--- config.mk ---
export PLATFORM = sky130hd
export DESIGN_NAME = mem_arbiter
export DESIGN_NICKNAME = d
export VERILOG_FILES = /design/src/rtl/mem_arbiter.sv
export SDC_FILE = /design/constraint.sdc
export NUM_CORES = 1
export LEC_CHECK = 0
export ABC_CLOCK_PERIOD_IN_PS = 4100
export CAP_MARGIN = 20
export CORE_AREA = 3 3 132 134
export DETAILED_ROUTE_END_ITERATION = 10
export DIE_AREA = 0 0 135 137
export PLACE_DENSITY = 0.76
export SETUP_SLACK_MARGIN = 0.15
export SLEW_MARGIN = 20
export SYNTH_ARGS = -nofsm -noshare
export SYNTH_HDL_FRONTEND = slang
export SYNTH_SLANG_ARGS = --single-unit
--- constraint.sdc ---
create_clock -name clk -period 4.1 [get_ports clk]
set_clock_uncertainty 0.15 [all_clocks]
set_input_delay 0.82 -clock clk [delete_from_list [all_inputs] [get_ports clk]]
set_output_delay 0.82 -clock clk [all_outputs]
set_load 0.02 [all_outputs]
--- src/rtl/mem_arbiter.sv ---
// -----------------------------------------------------------------------------
// mem_arbiter
//
// Shares one byte-addressable data memory between three requesters:
//   port 0 = program loader, port 1 = core data, port 2 = instruction fetch.
// Fixed priority 0 > 1 > 2, no preemption. Each granted transaction runs
// through the memory's fixed read latency, or through its alignment check and
// done/error write handshake. It then returns exactly one registered, one-hot
// acknowledge.
//
// Ports (packed vectors: port n occupies slice n):
//   clk, rst          clock, synchronous active-high reset
//   req[3]            per-port request level
//   req_addr          3 x WORD_SIZE byte addresses
//   req_wdata         3 x WORD_SIZE write data
//   req_wsize[6]      3 x 2-bit write size, 0 = read (port 2 always reads)
//   ack[3]            one-hot, single-cycle acknowledge
//   rsp_rdata         read data, valid while ack != 0
//   rsp_err           error flag, valid while ack != 0
//   mem_address       memory byte address
//   mem_wdata         memory write data (MSB byte goes to d0)
//   mem_write[2]      memory write size strobe
//   mem_rdata         memory read data
//   mem_done          memory write complete
//   mem_error         memory alignment error
// -----------------------------------------------------------------------------
module mem_arbiter #(
  parameter int WORD_SIZE = 32,
  parameter int TIMEOUT   = 255
) (
  input  logic                     clk,
  input  logic                     rst,
  input  logic [2:0]               req,
  input  logic [3*WORD_SIZE-1:0]   req_addr,
  input  logic [3*WORD_SIZE-1:0]   req_wdata,
  input  logic [5:0]               req_wsize,
  output logic [2:0]               ack,
  output logic [WORD_SIZE-1:0]     rsp_rdata,
  output logic                     rsp_err,
  output logic [WORD_SIZE-1:0]     mem_address,
  output logic [WORD_SIZE-1:0]     mem_wdata,
  output logic [1:0]               mem_write,
  input  logic [WORD_SIZE-1:0]     mem_rdata,
  input  logic                     mem_done,
  input  logic                     mem_error
);

  localparam logic [7:0] TIMEOUT_CNT = 8'(TIMEOUT);

  typedef enum logic [2:0] {
    IDLE,
    RD_WAIT,
    RD_CAP,
    WR_CHK,
    WR_DRV,
    RESP
  } state_t;

  state_t state_reg, state_next;

  logic [WORD_SIZE-1:0] mem_address_reg;
  logic [WORD_SIZE-1:0] mem_wdata_reg;
  logic [1:0]           mem_write_reg;
  logic [WORD_SIZE-1:0] rsp_rdata_reg;
  logic                 rsp_err_reg;
  logic [2:0]           ack_reg;
  logic [1:0]           wsize_reg;
  logic [1:0]           port_reg;
  logic [7:0]           count_reg;

  // Per-port views of the packed request buses.
  logic [WORD_SIZE-1:0] port_addr  [3];
  logic [WORD_SIZE-1:0] port_wdata [3];
  logic [1:0]           port_wsize [3];

  genvar gi;
  generate
    for (gi = 0; gi < 3; gi++) begin : g_port
      assign port_addr[gi]  = req_addr[gi*WORD_SIZE +: WORD_SIZE];
      assign port_wdata[gi] = req_wdata[gi*WORD_SIZE +: WORD_SIZE];
      if (gi == 2) begin : g_fetch
        // Instruction fetch never writes; its size slice is ignored.
        assign port_wsize[gi] = 2'b00;
      end else begin : g_rw
        assign port_wsize[gi] = req_wsize[2*gi +: 2];
      end
    end
  endgenerate

  logic unused_fetch_wsize;
  assign unused_fetch_wsize = ^req_wsize[5:4];

  // Fixed-priority selection: lowest port index wins.
  logic                 grant_any;
  logic [1:0]           sel_idx;
  logic [WORD_SIZE-1:0] sel_addr;
  logic [WORD_SIZE-1:0] sel_wdata;
  logic [1:0]           sel_wsize;

  always_comb begin
    grant_any = |req;
    sel_idx   = 2'd0;
    sel_addr  = port_addr[0];
    sel_wdata = port_wdata[0];
    sel_wsize = port_wsize[0];
    if (req[0]) begin
      sel_idx   = 2'd0;
      sel_addr  = port_addr[0];
      sel_wdata = port_wdata[0];
      sel_wsize = port_wsize[0];
    end else if (req[1]) begin
      sel_idx   = 2'd1;
      sel_addr  = port_addr[1];
      sel_wdata = port_wdata[1];
      sel_wsize = port_wsize[1];
    end else if (req[2]) begin
      sel_idx   = 2'd2;
      sel_addr  = port_addr[2];
      sel_wdata = port_wdata[2];
      sel_wsize = port_wsize[2];
    end
  end

  // Next-state logic.
  always_comb begin
    state_next = state_reg;
    case (state_reg)
      IDLE: begin
        if (grant_any) begin
          state_next = (sel_wsize == 2'b00) ? RD_WAIT : WR_CHK;
        end
      end
      RD_WAIT: state_next = RD_CAP;
      RD_CAP:  state_next = RESP;
      WR_CHK:  state_next = mem_error ? RESP : WR_DRV;
      WR_DRV: begin
        // mem_done wins over the timeout when both happen together.
        if (mem_done || (count_reg == TIMEOUT_CNT)) begin
          state_next = RESP;
        end
      end
      RESP:    state_next = IDLE;
      default: state_next = IDLE;
    endcase
  end

  // State register and datapath.
  always_ff @(posedge clk) begin
    if (rst) begin
      state_reg       <= IDLE;
      mem_address_reg <= '0;
      mem_wdata_reg   <= '0;
      mem_write_reg   <= 2'b00;
      rsp_rdata_reg   <= '0;
      rsp_err_reg     <= 1'b0;
      ack_reg         <= 3'b000;
      wsize_reg       <= 2'b00;
      port_reg        <= 2'd0;
      count_reg       <= 8'd0;
    end else begin
      state_reg <= state_next;
      ack_reg   <= 3'b000;
      case (state_reg)
        IDLE: begin
          if (grant_any) begin
            mem_address_reg <= sel_addr;
            mem_wdata_reg   <= sel_wdata;
            wsize_reg       <= sel_wsize;
            port_reg        <= sel_idx;
          end
        end
        RD_WAIT: begin
          mem_write_reg <= 2'b00;
        end
        RD_CAP: begin
          rsp_rdata_reg <= mem_rdata;
          rsp_err_reg   <= mem_error;
        end
        WR_CHK: begin
          // Alignment is checked before any write strobe is raised, so a
          // misaligned write never reaches the memory.
          if (mem_error) begin
            rsp_err_reg <= 1'b1;
          end else begin
            mem_write_reg <= wsize_reg;
            count_reg     <= 8'd0;
          end
        end
        WR_DRV: begin
          count_reg <= count_reg + 8'd1;
          if (mem_done) begin
            mem_write_reg <= 2'b00;
            rsp_err_reg   <= 1'b0;
          end else if (count_reg == TIMEOUT_CNT) begin
            mem_write_reg <= 2'b00;
            rsp_err_reg   <= 1'b1;
          end
        end
        default: begin
        end
      endcase
      // Acknowledge is registered so it is high exactly during RESP.
      if (state_next == RESP) begin
        ack_reg <= 3'b001 << port_reg;
      end
    end
  end

  assign ack         = ack_reg;
  assign rsp_rdata   = rsp_rdata_reg;
  assign rsp_err     = rsp_err_reg;
  assign mem_address = mem_address_reg;
  assign mem_wdata   = mem_wdata_reg;
  assign mem_write   = mem_write_reg;

endmodule

==> results of run 1 <==
[worst paths after layout]
path         slack [ps]  cells after the start            end
max reg2reg        1550                      4  mem_wdata[12]
max                1480                      5  mem_wdata[12]
min                 300                      2  rsp_rdata[15]
min reg2reg         300                      2  rsp_rdata[15]
[worst max-delay path: cells and delay by family]
kind,cells,cell delay (ps)
buffers and inverters,2,950
AND/OR/NAND/NOR,1,500
AO/OA/AOI/OAI,2,450
[logic make-up (layout without fill, tap and decap cells)]
family | after synthesis | in the layout
buf+inv | 87 | 384
simple gates | 305 | 305
flops | 117 | 117
compound gates | 258 | 258
mux | 1 | 1
fa+ha+maj | 1 | 1
[synth_stat cells (2+ instances only)]
cell and n:
sky130_fd_sc_hd__a311oi_1 67, sky130_fd_sc_hd__nor3b_2 2, sky130_fd_sc_hd__nand3_1 11, sky130_fd_sc_hd__nor2b_1 2
sky130_fd_sc_hd__nand2b_1 5, sky130_fd_sc_hd__a21oi_1 101, sky130_fd_sc_hd__o221ai_1 6, sky130_fd_sc_hd__clkbuf_1 40
sky130_fd_sc_hd__or3_1 2, sky130_fd_sc_hd__nor2_1 6, sky130_fd_sc_hd__buf_1 4, sky130_fd_sc_hd__a31oi_1 2
sky130_fd_sc_hd__nand3b_1 60, sky130_fd_sc_hd__o211ai_1 2, sky130_fd_sc_hd__buf_2 38, sky130_fd_sc_hd__inv_1 5
sky130_fd_sc_hd__nand2_1 198, sky130_fd_sc_hd__or3b_2 2, sky130_fd_sc_hd__nor3_1 2, sky130_fd_sc_hd__and2_1 2
sky130_fd_sc_hd__and3_1 2, sky130_fd_sc_hd__dfxtp_1 117, sky130_fd_sc_hd__a21o_1 59, sky130_fd_sc_hd__o21ai_0 5
sky130_fd_sc_hd__a22oi_1 8
[power breakdown]
part	total [mW]	switching [mW]	internal (mW)
logic	2.88	1.58	1.29
clock network	1.53	0.566	0.962
registers	1.78	0.252	1.53
[per-layer routing]
layer / wire length (µm) / up-vias
li1: - / 3356
met1: 9300 / 3216
met2: 11600 / 280
met3: 1890 / 44
met4: 678 / 0
met5: 0 / -
[area by class of cell]
class | count | share of cell area, %
timing repair buffer | 347 | 34.5
clock buffer | 18 | 4.27
inverter | 5 | 0.187
sequential | 117 | 23.3
tap | 220 | 2.74
clock inverter | 14 | 1.74
multi-input combinational | 565 | 33.3
==> impl_metrics.prom, run 1 <==
# TYPE chip_impl_metric gauge
chip_impl_info{name="run_status",value="finished, final reports clean"} 1
chip_impl_metric{name="overall_power_of_the_completed_layout",unit="mW"} 6.19
chip_impl_metric{name="post_route_worst_setup_slack",unit="ps"} 1480
chip_impl_metric{name="synth_edf_count",unit=""} 0
chip_impl_metric{name="detailedRoute.firstPassIterationCount",unit=""} 7
chip_impl_metric{name="total_negative_slack",unit="ps"} 0
chip_impl_metric{name="maxSlewHeadroom",unit="%"} 28.0
chip_impl_metric{name="globalRouteMet2Util",unit="%"} 40.4
chip_impl_metric{name="total_half_perimeter_wirelength_after_legalization_and_detailed_placement",unit="µm"} 16600
chip_impl_metric{name="clk_pin_slew",unit="ps"} 60
chip_impl_metric{name="floorplan.io_pins",unit=""} 339
chip_impl_metric{name="netlist-cell-type-count",unit=""} 46
chip_impl_metric{name="layout.cell_area.non_filler",unit="µm²"} 10000
chip_impl_metric{name="postSynth.asyncResetShare",unit="%"} 0
chip_impl_info{name="cts_tree",value="built"} 1
chip_impl_metric{name="antenna_cells_inserted",unit=""} 0
chip_impl_info{name="critPathSlowestCell",value="sky130_fd_sc_hd__or3_2"} 1
chip_impl_metric{name="cts_resized",unit=""} 0
chip_impl_metric{name="fp-row-count",unit=""} 47
chip_impl_metric{name="sequential_cell_area",unit="µm²"} 2340
chip_impl_info{name="clock_tree_root",value="sky130_fd_sc_hd__clkbuf_16"} 1
chip_impl_metric{name="sink_count",unit=""} 117
chip_impl_metric{name="period_needed",unit="ps"} 2620
chip_impl_metric{name="dp.cells",unit=""} 1254
chip_impl_info{name="crit_start",value="req[1]"} 1
chip_impl_metric{name="worstPathMaxFanout",unit=""} 67
chip_impl_metric{name="gpl.final_weighted_congestion",unit=""} 0.875
chip_impl_metric{name="layout-drive-gt1-share",unit="%"} 5.63
chip_impl_metric{name="adder_and_majority_cell_fraction_of_the_synthesized_area",unit="%"} 0.208
chip_impl_metric{name="synthesis.nets",unit=""} 1007
chip_impl_metric{name="synth_top_area_share",unit="%"} 38.9
chip_impl_info{name="layer_with_the_highest_usage_after_global_routing",value="met2"} 1
chip_impl_metric{name="ys_seq_elements",unit=""} 117
chip_impl_info{name="crit_path_end_kind",value="flop"} 1
chip_impl_metric{name="avgViaCountPerCell",unit=""} 5.36
chip_impl_metric{name="initial_core_util",unit="%"} 36.7
chip_impl_metric{name="synth_simple_gate_area_share",unit="%"} 25.0
chip_impl_metric{name="grt_antenna_before_repair",unit=""} 0
chip_impl_metric{name="yosysWarnings",unit=""} 0
chip_impl_metric{name="post_synthesis_compound_gate_area_fraction",unit="%"} 29.5
chip_impl_metric{name="route.antenna.remaining_nets",unit=""} 0
chip_impl_metric{name="gr-usage-met1",unit="%"} 29.1
chip_impl_metric{name="die-area",unit="µm²"} 18500
chip_impl_metric{name="area_growth_syn_to_layout",unit="%"} 66.7
chip_impl_metric{name="max-clock-path-buffers",unit=""} 2
chip_impl_info{name="dominant_combinational_cell_family_by_area_after_synthesis",value="compound AO/OA/AOI/OAI gates"} 1
chip_impl_metric{name="worst_slew_pin_slew",unit="ps"} 1080
chip_impl_info{name="layout_commonest_cell",value="sky130_fd_sc_hd__clkdlybuf4s50_1"} 1
chip_impl_metric{name="placeableCoreArea",unit="µm²"} 16400
chip_impl_info{name="synth_ff_type",value="sky130_fd_sc_hd__dfxtp_1"} 1
chip_impl_metric{name="chip_height",unit="µm"} 137
chip_impl_metric{name="ys_seq_area_share",unit="%"} 38.9
chip_impl_metric{name="count_of_buffers_inserted_at_the_top_level_ports",unit=""} 336
chip_impl_info{name="hp-class",value="flop to flop"} 1
chip_impl_metric{name="multi_input_area",unit="µm²"} 3340
chip_impl_metric{name="period_share",unit="%"} 63.8
chip_impl_metric{name="power.density_cell_area",unit="nW/µm²"} 616
chip_impl_metric{name="yosys.area_share.xor_xnor",unit="%"} 0
chip_impl_metric{name="post-cts-setup-buffer-count",unit=""} 0
chip_impl_metric{name="power_leakage",unit="nW"} 3.64
chip_impl_info{name="cpMostUsedCell",value="sky130_fd_sc_hd__buf_4"} 1
chip_impl_info{name="criticalPathCategory",value="input port to flop"} 1
chip_impl_info{name="hold_path.startpoint",value="rsp_rdata[15]"} 1
chip_impl_metric{name="synthCells",unit=""} 769
chip_impl_metric{name="final.fill_count",unit=""} 1434
chip_impl_metric{name="finalNonFillerCells",unit=""} 1286
chip_impl_metric{name="cts.htree.levels",unit=""} 4
chip_impl_metric{name="grt_max_degree",unit=""} 72
chip_impl_metric{name="grt_first_pass_wirelength",unit="µm"} 35100
chip_impl_metric{name="cts-hold-fix-buffers",unit=""} 0
chip_impl_metric{name="worst_skew_pair.late_latency",unit="ps"} 410
chip_impl_metric{name="maxClockFrequency",unit="GHz"} 0.382
chip_impl_metric{name="die_width",unit="µm"} 135
chip_impl_metric{name="grt_pass1_vias",unit=""} 6412
chip_impl_info{name="crit_path_cell_trace",value="buf_4, or3_2, buf_4, a21oi_1, a311oi_1"} 1
chip_impl_info{name="crit-reg2reg-launch",value="state_reg[2]"} 1
chip_impl_metric{name="final_hold_fails",unit=""} 0
chip_impl_info{name="yosys-top-cells-area",value="sky130_fd_sc_hd__dfxtp_1, sky130_fd_sc_hd__nand2_1, sky130_fd_sc_hd__a311oi_1, sky130_fd_sc_hd__a21oi_1, sky130_fd_sc_hd__nand3b_1"} 1
chip_impl_metric{name="setup_violations",unit=""} 0
chip_impl_metric{name="crit_arrival",unit="ps"} 2770
chip_impl_info{name="final_cell_mix",value="sky130_fd_sc_hd__clkdlybuf4s50_1, sky130_fd_sc_hd__nand2_1, sky130_fd_sc_hd__dfxtp_1"} 1
chip_impl_metric{name="routed_wirelength",unit="µm"} 23500
chip_impl_metric{name="ir_drop",unit="V"} 0.000379
chip_impl_metric{name="worst_path_largest_cell_delay",unit="ps"} 500
chip_impl_info{name="synth_area_leader_cell",value="sky130_fd_sc_hd__dfxtp_1"} 1
chip_impl_metric{name="avgSynthCellArea",unit="µm²"} 7.83
chip_impl_info{name="grt_setup_unrepaired",value="no"} 1
chip_impl_metric{name="placement.cell_area",unit="µm²"} 9440
chip_impl_metric{name="dp_worst_setup_slack",unit="ps"} 1110
chip_impl_metric{name="critPathRequiredTime",unit="ps"} 4260
chip_impl_metric{name="timing.final.max_slew_violations",unit=""} 0
chip_impl_info{name="worst_setup_path_start_kind",value="input port"} 1
chip_impl_metric{name="postLayoutCoreUtil",unit="%"} 61.2
chip_impl_metric{name="drt-wirelength-per-cell",unit="µm"} 18.3
chip_impl_metric{name="synth.mux.area_fraction",unit="%"} 0.187
chip_impl_metric{name="grtUsageMet3",unit="%"} 7.39
chip_impl_metric{name="maxCapViolations",unit=""} 0
chip_impl_metric{name="drt_drc_violations_left",unit=""} 0
chip_impl_metric{name="finalNetCount",unit=""} 1291
chip_impl_metric{name="cts_made_buffers",unit=""} 17
chip_impl_metric{name="routed-via-count",unit=""} 6896
chip_impl_metric{name="dr.first_iter.drc_count",unit=""} 478
chip_impl_metric{name="grt_remaining_overflow",unit=""} 0
chip_impl_metric{name="mappedNetlistArea",unit="µm²"} 6020
chip_impl_metric{name="final.hold.worst_slack",unit="ps"} 301
chip_impl_metric{name="grt.total_usage",unit="%"} 24.1
Note: power is estimated with default switching activity, not from simulation.
==> run 2: changes to the inputs <==
ABC_CLOCK_PERIOD_IN_PS = 2200   (was 4100)
CORE_AREA = unset   (was 3 3 132 134)
CORE_ASPECT_RATIO = 1.4   (was unset)
CORE_MARGIN = 3   (was unset)
CORE_UTILIZATION = 35   (was unset)
DIE_AREA = unset   (was 0 0 135 137)
clock period = 2.2 ns   (was 4.1 ns; I/O delays follow)
==> run 2 against run 1 <==
Die area increased by 1.9%. Combinational power increased by 93%. Routed wire length increased by 1.6%. Clock power increased by 82%. Hold slack got worse by 31 ps. Highest routed layer unchanged.
==> impl_metrics.prom, run 2 (synthesis results as in run 1) <==
# TYPE chip_impl_metric gauge
chip_impl_metric{name="final.fill_count",unit=""} 1539
chip_impl_metric{name="dp_worst_setup_slack",unit="ps"} 110
chip_impl_metric{name="cts_made_buffers",unit=""} 17
chip_impl_metric{name="area_growth_syn_to_layout",unit="%"} 68.8
chip_impl_metric{name="avgViaCountPerCell",unit=""} 5.44
chip_impl_metric{name="floorplan.io_pins",unit=""} 339
chip_impl_metric{name="die-area",unit="µm²"} 18800
chip_impl_info{name="crit-reg2reg-launch",value="state_reg[0]"} 1
chip_impl_metric{name="sink_count",unit=""} 117
chip_impl_metric{name="critPathRequiredTime",unit="ps"} 1610
chip_impl_metric{name="cp_buf_inv_count",unit=""} 1
chip_impl_metric{name="count_of_buffers_inserted_at_the_top_level_ports",unit=""} 336
chip_impl_metric{name="ir_drop",unit="V"} 0.000529
chip_impl_metric{name="final_hold_fails",unit=""} 0
chip_impl_metric{name="cp_num_cells",unit=""} 1
chip_impl_metric{name="worstPathMaxFanout",unit=""} 2
chip_impl_metric{name="placeableCoreArea",unit="µm²"} 16800
chip_impl_metric{name="routed-via-count",unit=""} 6952
chip_impl_metric{name="postLayoutCoreUtil",unit="%"} 60.5
chip_impl_metric{name="routed_wirelength",unit="µm"} 23900
chip_impl_info{name="worst_setup_path_endpoint",value="mem_address[0]"} 1
chip_impl_metric{name="die_width",unit="µm"} 117
chip_impl_metric{name="layout-drive-gt1-share",unit="%"} 6.60
chip_impl_metric{name="regToRegSetupSlack",unit="ps"} 260
chip_impl_metric{name="timing.final.max_slew_violations",unit=""} 0
chip_impl_metric{name="power.density_cell_area",unit="nW/µm²"} 1150
chip_impl_metric{name="clk_pin_slew",unit="ps"} 60
chip_impl_info{name="crit_path_end_kind",value="output pin"} 1
chip_impl_info{name="criticalPathCategory",value="flop to output pin"} 1
chip_impl_info{name="worst_setup_path_start_kind",value="flop"} 1
chip_impl_metric{name="grt_remaining_overflow",unit=""} 0
chip_impl_metric{name="period_share",unit="%"} 91.7
chip_impl_metric{name="dr.first_iter.drc_count",unit=""} 329
chip_impl_metric{name="final.hold.worst_slack",unit="ps"} 270
chip_impl_metric{name="antenna_cells_inserted",unit=""} 0
chip_impl_metric{name="chip_height",unit="µm"} 161
chip_impl_metric{name="fp-row-count",unit=""} 56
chip_impl_metric{name="maxSlewHeadroom",unit="%"} 53.3
chip_impl_metric{name="max-clock-path-buffers",unit=""} 2
chip_impl_metric{name="grt_antenna_before_repair",unit=""} 0
chip_impl_metric{name="worst_skew_pair.late_latency",unit="ps"} 400
chip_impl_metric{name="worst_slew_pin_slew",unit="ps"} 700
chip_impl_metric{name="grt_max_degree",unit=""} 73
chip_impl_metric{name="timing.reg2reg.worst_path_depth",unit=""} 3
chip_impl_metric{name="post_route_worst_setup_slack",unit="ps"} 182
chip_impl_info{name="clock_tree_root",value="sky130_fd_sc_hd__clkbuf_16"} 1
chip_impl_info{name="run_status",value="finished, final reports clean"} 1
chip_impl_metric{name="grt.total_usage",unit="%"} 24.6
chip_impl_metric{name="gpl.final_weighted_congestion",unit=""} 0.862
chip_impl_info{name="cts_tree",value="built"} 1
chip_impl_info{name="crit_path_cell_trace",value="clkdlybuf4s50_1"} 1
chip_impl_metric{name="drt-wirelength-per-cell",unit="µm"} 18.7
chip_impl_info{name="timing.rr.end",value="count_reg[7]"} 1
chip_impl_info{name="crit_start",value="mem_address[0]"} 1
chip_impl_metric{name="maxClockFrequency",unit="GHz"} 0.496
chip_impl_metric{name="finalNonFillerCells",unit=""} 1279
chip_impl_metric{name="setup_violations",unit=""} 0
chip_impl_metric{name="crit_arrival",unit="ps"} 1430
chip_impl_metric{name="maxCapViolations",unit=""} 0
chip_impl_metric{name="drt_drc_violations_left",unit=""} 0
chip_impl_info{name="final_cell_mix",value="sky130_fd_sc_hd__clkdlybuf4s50_1, sky130_fd_sc_hd__nand2_1, sky130_fd_sc_hd__dfxtp_1"} 1
chip_impl_metric{name="grt_first_pass_wirelength",unit="µm"} 36100
chip_impl_metric{name="cts.htree.levels",unit=""} 4
chip_impl_info{name="critPathSlowestCell",value="sky130_fd_sc_hd__clkdlybuf4s50_1"} 1
chip_impl_metric{name="initial_core_util",unit="%"} 35.8
chip_impl_metric{name="power_leakage",unit="nW"} 3.74
chip_impl_info{name="hp-class",value="input port to flop"} 1
chip_impl_metric{name="dp.cells",unit=""} 1247
chip_impl_metric{name="finalNetCount",unit=""} 1301
chip_impl_metric{name="period_needed",unit="ps"} 2020
chip_impl_metric{name="cts-hold-fix-buffers",unit=""} 0
chip_impl_metric{name="total_negative_slack",unit="ps"} 0
chip_impl_info{name="layout_commonest_cell",value="sky130_fd_sc_hd__clkdlybuf4s50_1"} 1
chip_impl_metric{name="total_half_perimeter_wirelength_after_legalization_and_detailed_placement",unit="µm"} 17000
chip_impl_metric{name="detailedRoute.firstPassIterationCount",unit=""} 4
chip_impl_metric{name="grt_pass1_vias",unit=""} 6886
chip_impl_info{name="critical_path.top_delay_family",value="buffers and inverters"} 1
chip_impl_info{name="grt_setup_unrepaired",value="no"} 1
chip_impl_metric{name="route.antenna.remaining_nets",unit=""} 0
chip_impl_metric{name="worst_path_largest_cell_delay",unit="ps"} 630
[run 2: cell count changes in the layout (fill, tap and decap cells not counted), moves of 2 or more]
cell,before,now
sky130_fd_sc_hd__inv_8,0,2
sky130_fd_sc_hd__buf_12,2,9
sky130_fd_sc_hd__dlygate4sd2_1,0,2
sky130_fd_sc_hd__clkdlybuf4s50_1,332,330
sky130_fd_sc_hd__clkinv_4,2,5
sky130_fd_sc_hd__clkinvlp_4,3,1
sky130_fd_sc_hd__buf_4,10,14
[run 2: what timing repair did]
action / 4_1_cts / 5_1_grt
buffers inserted: 0 / 0
pin swaps: 0 / 1
setup endpoints to repair: 2 / 6
gates resized for setup: 2 / 1
[run 2: layout make-up]
cell class                 count  area (µm²)  area share [%]
multi-input combinational    565        3340            32.9
tap                          203         254            2.50
inverter                       5        18.8           0.185
clock inverter                15         170            1.67
clock buffer                  17         425            4.18
timing repair buffer         357        3620            35.6
sequential                   117        2340            23.0
[run 2: routing by layer]
layer / vias up / track usage, % / wire length (µm)
met5: - / 0 / 0
li1: 3370 / - / -
met4: 0 / 11.4 / 1100
met2: 286 / 42.4 / 12000
met3: 62 / 7.87 / 1800
met1: 3234 / 26.9 / 9020
[run 2: power by group]
group / switching (mW) / leakage [nW] / internal, mW
Sequential: 0.472 / 0.962 / 2.85
Combinational: 3.01 / 2.48 / 2.54
Clock: 1.10 / 0.292 / 1.70
[run 2: worst min-delay path by stage]
stage	start	endpoint	slack [ps]	cells after the start
after global routing	req[1]	port_reg[1]	310	4
final	req[1]	port_reg[1]	270	4
after detailed placement	rsp_rdata[3]	rsp_rdata[3]	300	2
after CTS	req[1]	port_reg[1]	260	4
after floorplan	port_reg[0]	ack[1]	290	2
after global placement	rsp_rdata[6]	rsp_rdata[6]	290	2
[run 2: worst min-delay path: stages]
cell and delay [ps]:
sky130_fd_sc_hd__buf_4 150, sky130_fd_sc_hd__nor2_1 50, sky130_fd_sc_hd__nor2_1 90, sky130_fd_sc_hd__nor3_1 50
[run 2: per-stage QoR]
step           power (mW)  instance area [µm²]
2_1_floorplan        6.27                 6020
3_3_place_gp         8.84                 9570
3_5_place_dp         8.91                 9570
4_1_cts              11.7                10200
5_1_grt              12.3                10200
6_report             11.7                10200
==> run 3: changes to the inputs <==
PLACE_DENSITY = 0.8   (was 0.76)
==> run 3 against run 2 <==
Clock-buffer cell count is 1 higher. Via count hardly changed. Largest cell class unchanged. First-iteration DRC count is 4.6% higher. Combinational power is 1% lower. Non-clock buffer count is 1 higher. Register-to-register slack worse by 60 ps. Power is 1.7% higher. Clock power is 9.7% higher. Sequential power hardly changed. Final area is 0.73% higher. Critical endpoint is now mem_wdata[2]. Sequential share of layout area is 0.17 points lower.
==> impl_metrics.prom, run 3 (synthesis results as in run 1) <==
# TYPE chip_impl_metric gauge
chip_impl_metric{name="power_leakage",unit="nW"} 3.79
chip_impl_metric{name="cts.htree.levels",unit=""} 4
chip_impl_metric{name="period_needed",unit="ps"} 2020
chip_impl_metric{name="avgViaCountPerCell",unit=""} 5.43
chip_impl_metric{name="hold_depth",unit=""} 2
chip_impl_metric{name="routed-via-count",unit=""} 6957
chip_impl_info{name="critical_path.top_delay_family",value="buffers and inverters"} 1
chip_impl_metric{name="initial_core_util",unit="%"} 35.8
chip_impl_info{name="final_cell_mix",value="sky130_fd_sc_hd__clkdlybuf4s50_1, sky130_fd_sc_hd__nand2_1, sky130_fd_sc_hd__dfxtp_1"} 1
chip_impl_metric{name="floorplan.io_pins",unit=""} 339
chip_impl_metric{name="grt_first_pass_wirelength",unit="µm"} 36200
chip_impl_metric{name="layout-drive-gt1-share",unit="%"} 6.69
chip_impl_metric{name="final_hold_fails",unit=""} 0
chip_impl_metric{name="maxClockFrequency",unit="GHz"} 0.494
chip_impl_info{name="hold_path.startpoint",value="rsp_rdata[6]"} 1
chip_impl_info{name="run_status",value="finished, final reports clean"} 1
chip_impl_metric{name="dp.cells",unit=""} 1248
chip_impl_metric{name="maxCapViolations",unit=""} 0
chip_impl_metric{name="count_of_buffers_inserted_at_the_top_level_ports",unit=""} 336
chip_impl_info{name="crit_path_cell_trace",value="clkdlybuf4s50_1"} 1
chip_impl_metric{name="cts_made_buffers",unit=""} 17
chip_impl_metric{name="cts_resized",unit=""} 0
chip_impl_metric{name="total_negative_slack",unit="ps"} 0
chip_impl_metric{name="setup_violations",unit=""} 0
chip_impl_metric{name="die-area",unit="µm²"} 18800
chip_impl_metric{name="grt_pass1_vias",unit=""} 6850
chip_impl_metric{name="critPathRequiredTime",unit="ps"} 1610
chip_impl_metric{name="finalNetCount",unit=""} 1302
chip_impl_info{name="layout_commonest_cell",value="sky130_fd_sc_hd__clkdlybuf4s50_1"} 1
chip_impl_metric{name="fp-row-count",unit=""} 56
chip_impl_metric{name="maxSlewHeadroom",unit="%"} 56.3
chip_impl_metric{name="worst_path_largest_cell_delay",unit="ps"} 630
chip_impl_metric{name="timing.reg2reg.worst_path_depth",unit=""} 3
chip_impl_metric{name="grt.total_usage",unit="%"} 24.4
chip_impl_info{name="clock_tree_root",value="sky130_fd_sc_hd__clkbuf_16"} 1
chip_impl_info{name="worst_hold_path.endpoint",value="rsp_rdata[6]"} 1
chip_impl_metric{name="post-cts-setup-buffer-count",unit=""} 0
chip_impl_metric{name="placeableCoreArea",unit="µm²"} 16800
chip_impl_metric{name="ir_drop",unit="V"} 0.000752
chip_impl_metric{name="finalNonFillerCells",unit=""} 1281
chip_impl_metric{name="total_half_perimeter_wirelength_after_legalization_and_detailed_placement",unit="µm"} 16800
chip_impl_metric{name="die_width",unit="µm"} 117
chip_impl_metric{name="route.antenna.remaining_nets",unit=""} 0
chip_impl_info{name="grt_setup_unrepaired",value="no"} 1
chip_impl_metric{name="period_share",unit="%"} 92.0
chip_impl_info{name="timing.rr.end",value="count_reg[7]"} 1
chip_impl_metric{name="drt-wirelength-per-cell",unit="µm"} 18.4
chip_impl_metric{name="timing.final.max_slew_violations",unit=""} 0
chip_impl_metric{name="detailedRoute.firstPassIterationCount",unit=""} 4
chip_impl_info{name="hp-class",value="flop to flop"} 1
chip_impl_metric{name="routed_wirelength",unit="µm"} 23600
chip_impl_metric{name="max-clock-path-buffers",unit=""} 2
chip_impl_metric{name="cts-hold-fix-buffers",unit=""} 0
chip_impl_info{name="crit_path_end_kind",value="output pin"} 1
chip_impl_info{name="crit-reg2reg-launch",value="state_reg[0]"} 1
chip_impl_metric{name="grt_max_degree",unit=""} 89
chip_impl_metric{name="area_growth_syn_to_layout",unit="%"} 70.0
chip_impl_info{name="cts_tree",value="built"} 1
chip_impl_metric{name="dr.first_iter.drc_count",unit=""} 344
chip_impl_metric{name="drt_drc_violations_left",unit=""} 0
chip_impl_metric{name="regToRegSetupSlack",unit="ps"} 200
chip_impl_metric{name="grt_antenna_before_repair",unit=""} 1
chip_impl_metric{name="gpl.final_weighted_congestion",unit=""} 0.885
chip_impl_metric{name="power.density_cell_area",unit="nW/µm²"} 1160
chip_impl_metric{name="worstPathMaxFanout",unit=""} 2
chip_impl_metric{name="grt_remaining_overflow",unit=""} 0
chip_impl_metric{name="crit_arrival",unit="ps"} 1430
chip_impl_info{name="criticalPathCategory",value="flop to output pin"} 1
chip_impl_info{name="worst_setup_path_start_kind",value="flop"} 1
chip_impl_metric{name="chip_height",unit="µm"} 161
chip_impl_metric{name="worst_slew_pin_slew",unit="ps"} 654
chip_impl_metric{name="sink_count",unit=""} 117
chip_impl_metric{name="worst_skew_pair.late_latency",unit="ps"} 400
chip_impl_metric{name="final.hold.worst_slack",unit="ps"} 302
chip_impl_metric{name="clk_pin_slew",unit="ps"} 60
chip_impl_metric{name="cp_buf_inv_count",unit=""} 1
chip_impl_info{name="critPathSlowestCell",value="sky130_fd_sc_hd__clkdlybuf4s50_1"} 1
run 3: through the flow:
step	instance area [µm²]	util [%]	power, mW	worst slack [ps]
floorplan	6020	-	6.27	440
global placement	9580	57.0	8.77	144
detailed placement	9580	57.0	8.85	104
CTS	10200	60.8	12.0	164
global route	10200	60.9	12.5	160
finish	10200	60.9	11.9	176
run 3: worst register-to-register path, stage by stage, from the launching register on:
cell and delay [ps]:
sky130_fd_sc_hd__dfxtp_1 450, sky130_fd_sc_hd__or3b_1 530, sky130_fd_sc_hd__nor4_1 370, sky130_fd_sc_hd__mux2_2 380
run 3: area by class of cell:
type | count | area (µm²)
clock inverter | 14 | 213
tap | 203 | 254
fill | 1484 | 6570
timing repair buffer | 358 | 3630
multi-input combinational | 565 | 3340
sequential | 117 | 2340
inverter | 5 | 18.8
antenna | 1 | 2.50
clock buffer | 18 | 439
run 3: report_power, final:
group	total, mW	switching [mW]	leakage, nW	internal, mW
Sequential	3.31	0.464	0.962	2.85
Combinational	5.48	2.97	2.51	2.51
Clock	3.06	1.09	0.321	1.97
run 3: how the worst max path moves through the flow:
| stage | from | to | slack (ps) | cells past startpoint |
|---|---|---|---|---|
| 2_1_floorplan | req[2] | ack[0] | 440 | 6 |
| 3_3_place_gp | req[1] | mem_wdata[1] | 140 | 6 |
| 3_5_place_dp | req[1] | mem_wdata[11] | 100 | 6 |
| 4_1_cts | mem_wdata[2] | mem_wdata[2] | 160 | 1 |
| 5_1_grt | mem_address[16] | mem_address[16] | 160 | 1 |
| 6_report | mem_wdata[2] | mem_wdata[2] | 180 | 1 |
run 3: per-layer routing:
metal	wire length (µm)	up-vias	GRT usage, %
met5	0	-	0
met4	806	0	9.29
met3	1660	45	6.07
met2	12300	283	43.2
met1	8860	3263	27.8
li1	-	3366	-
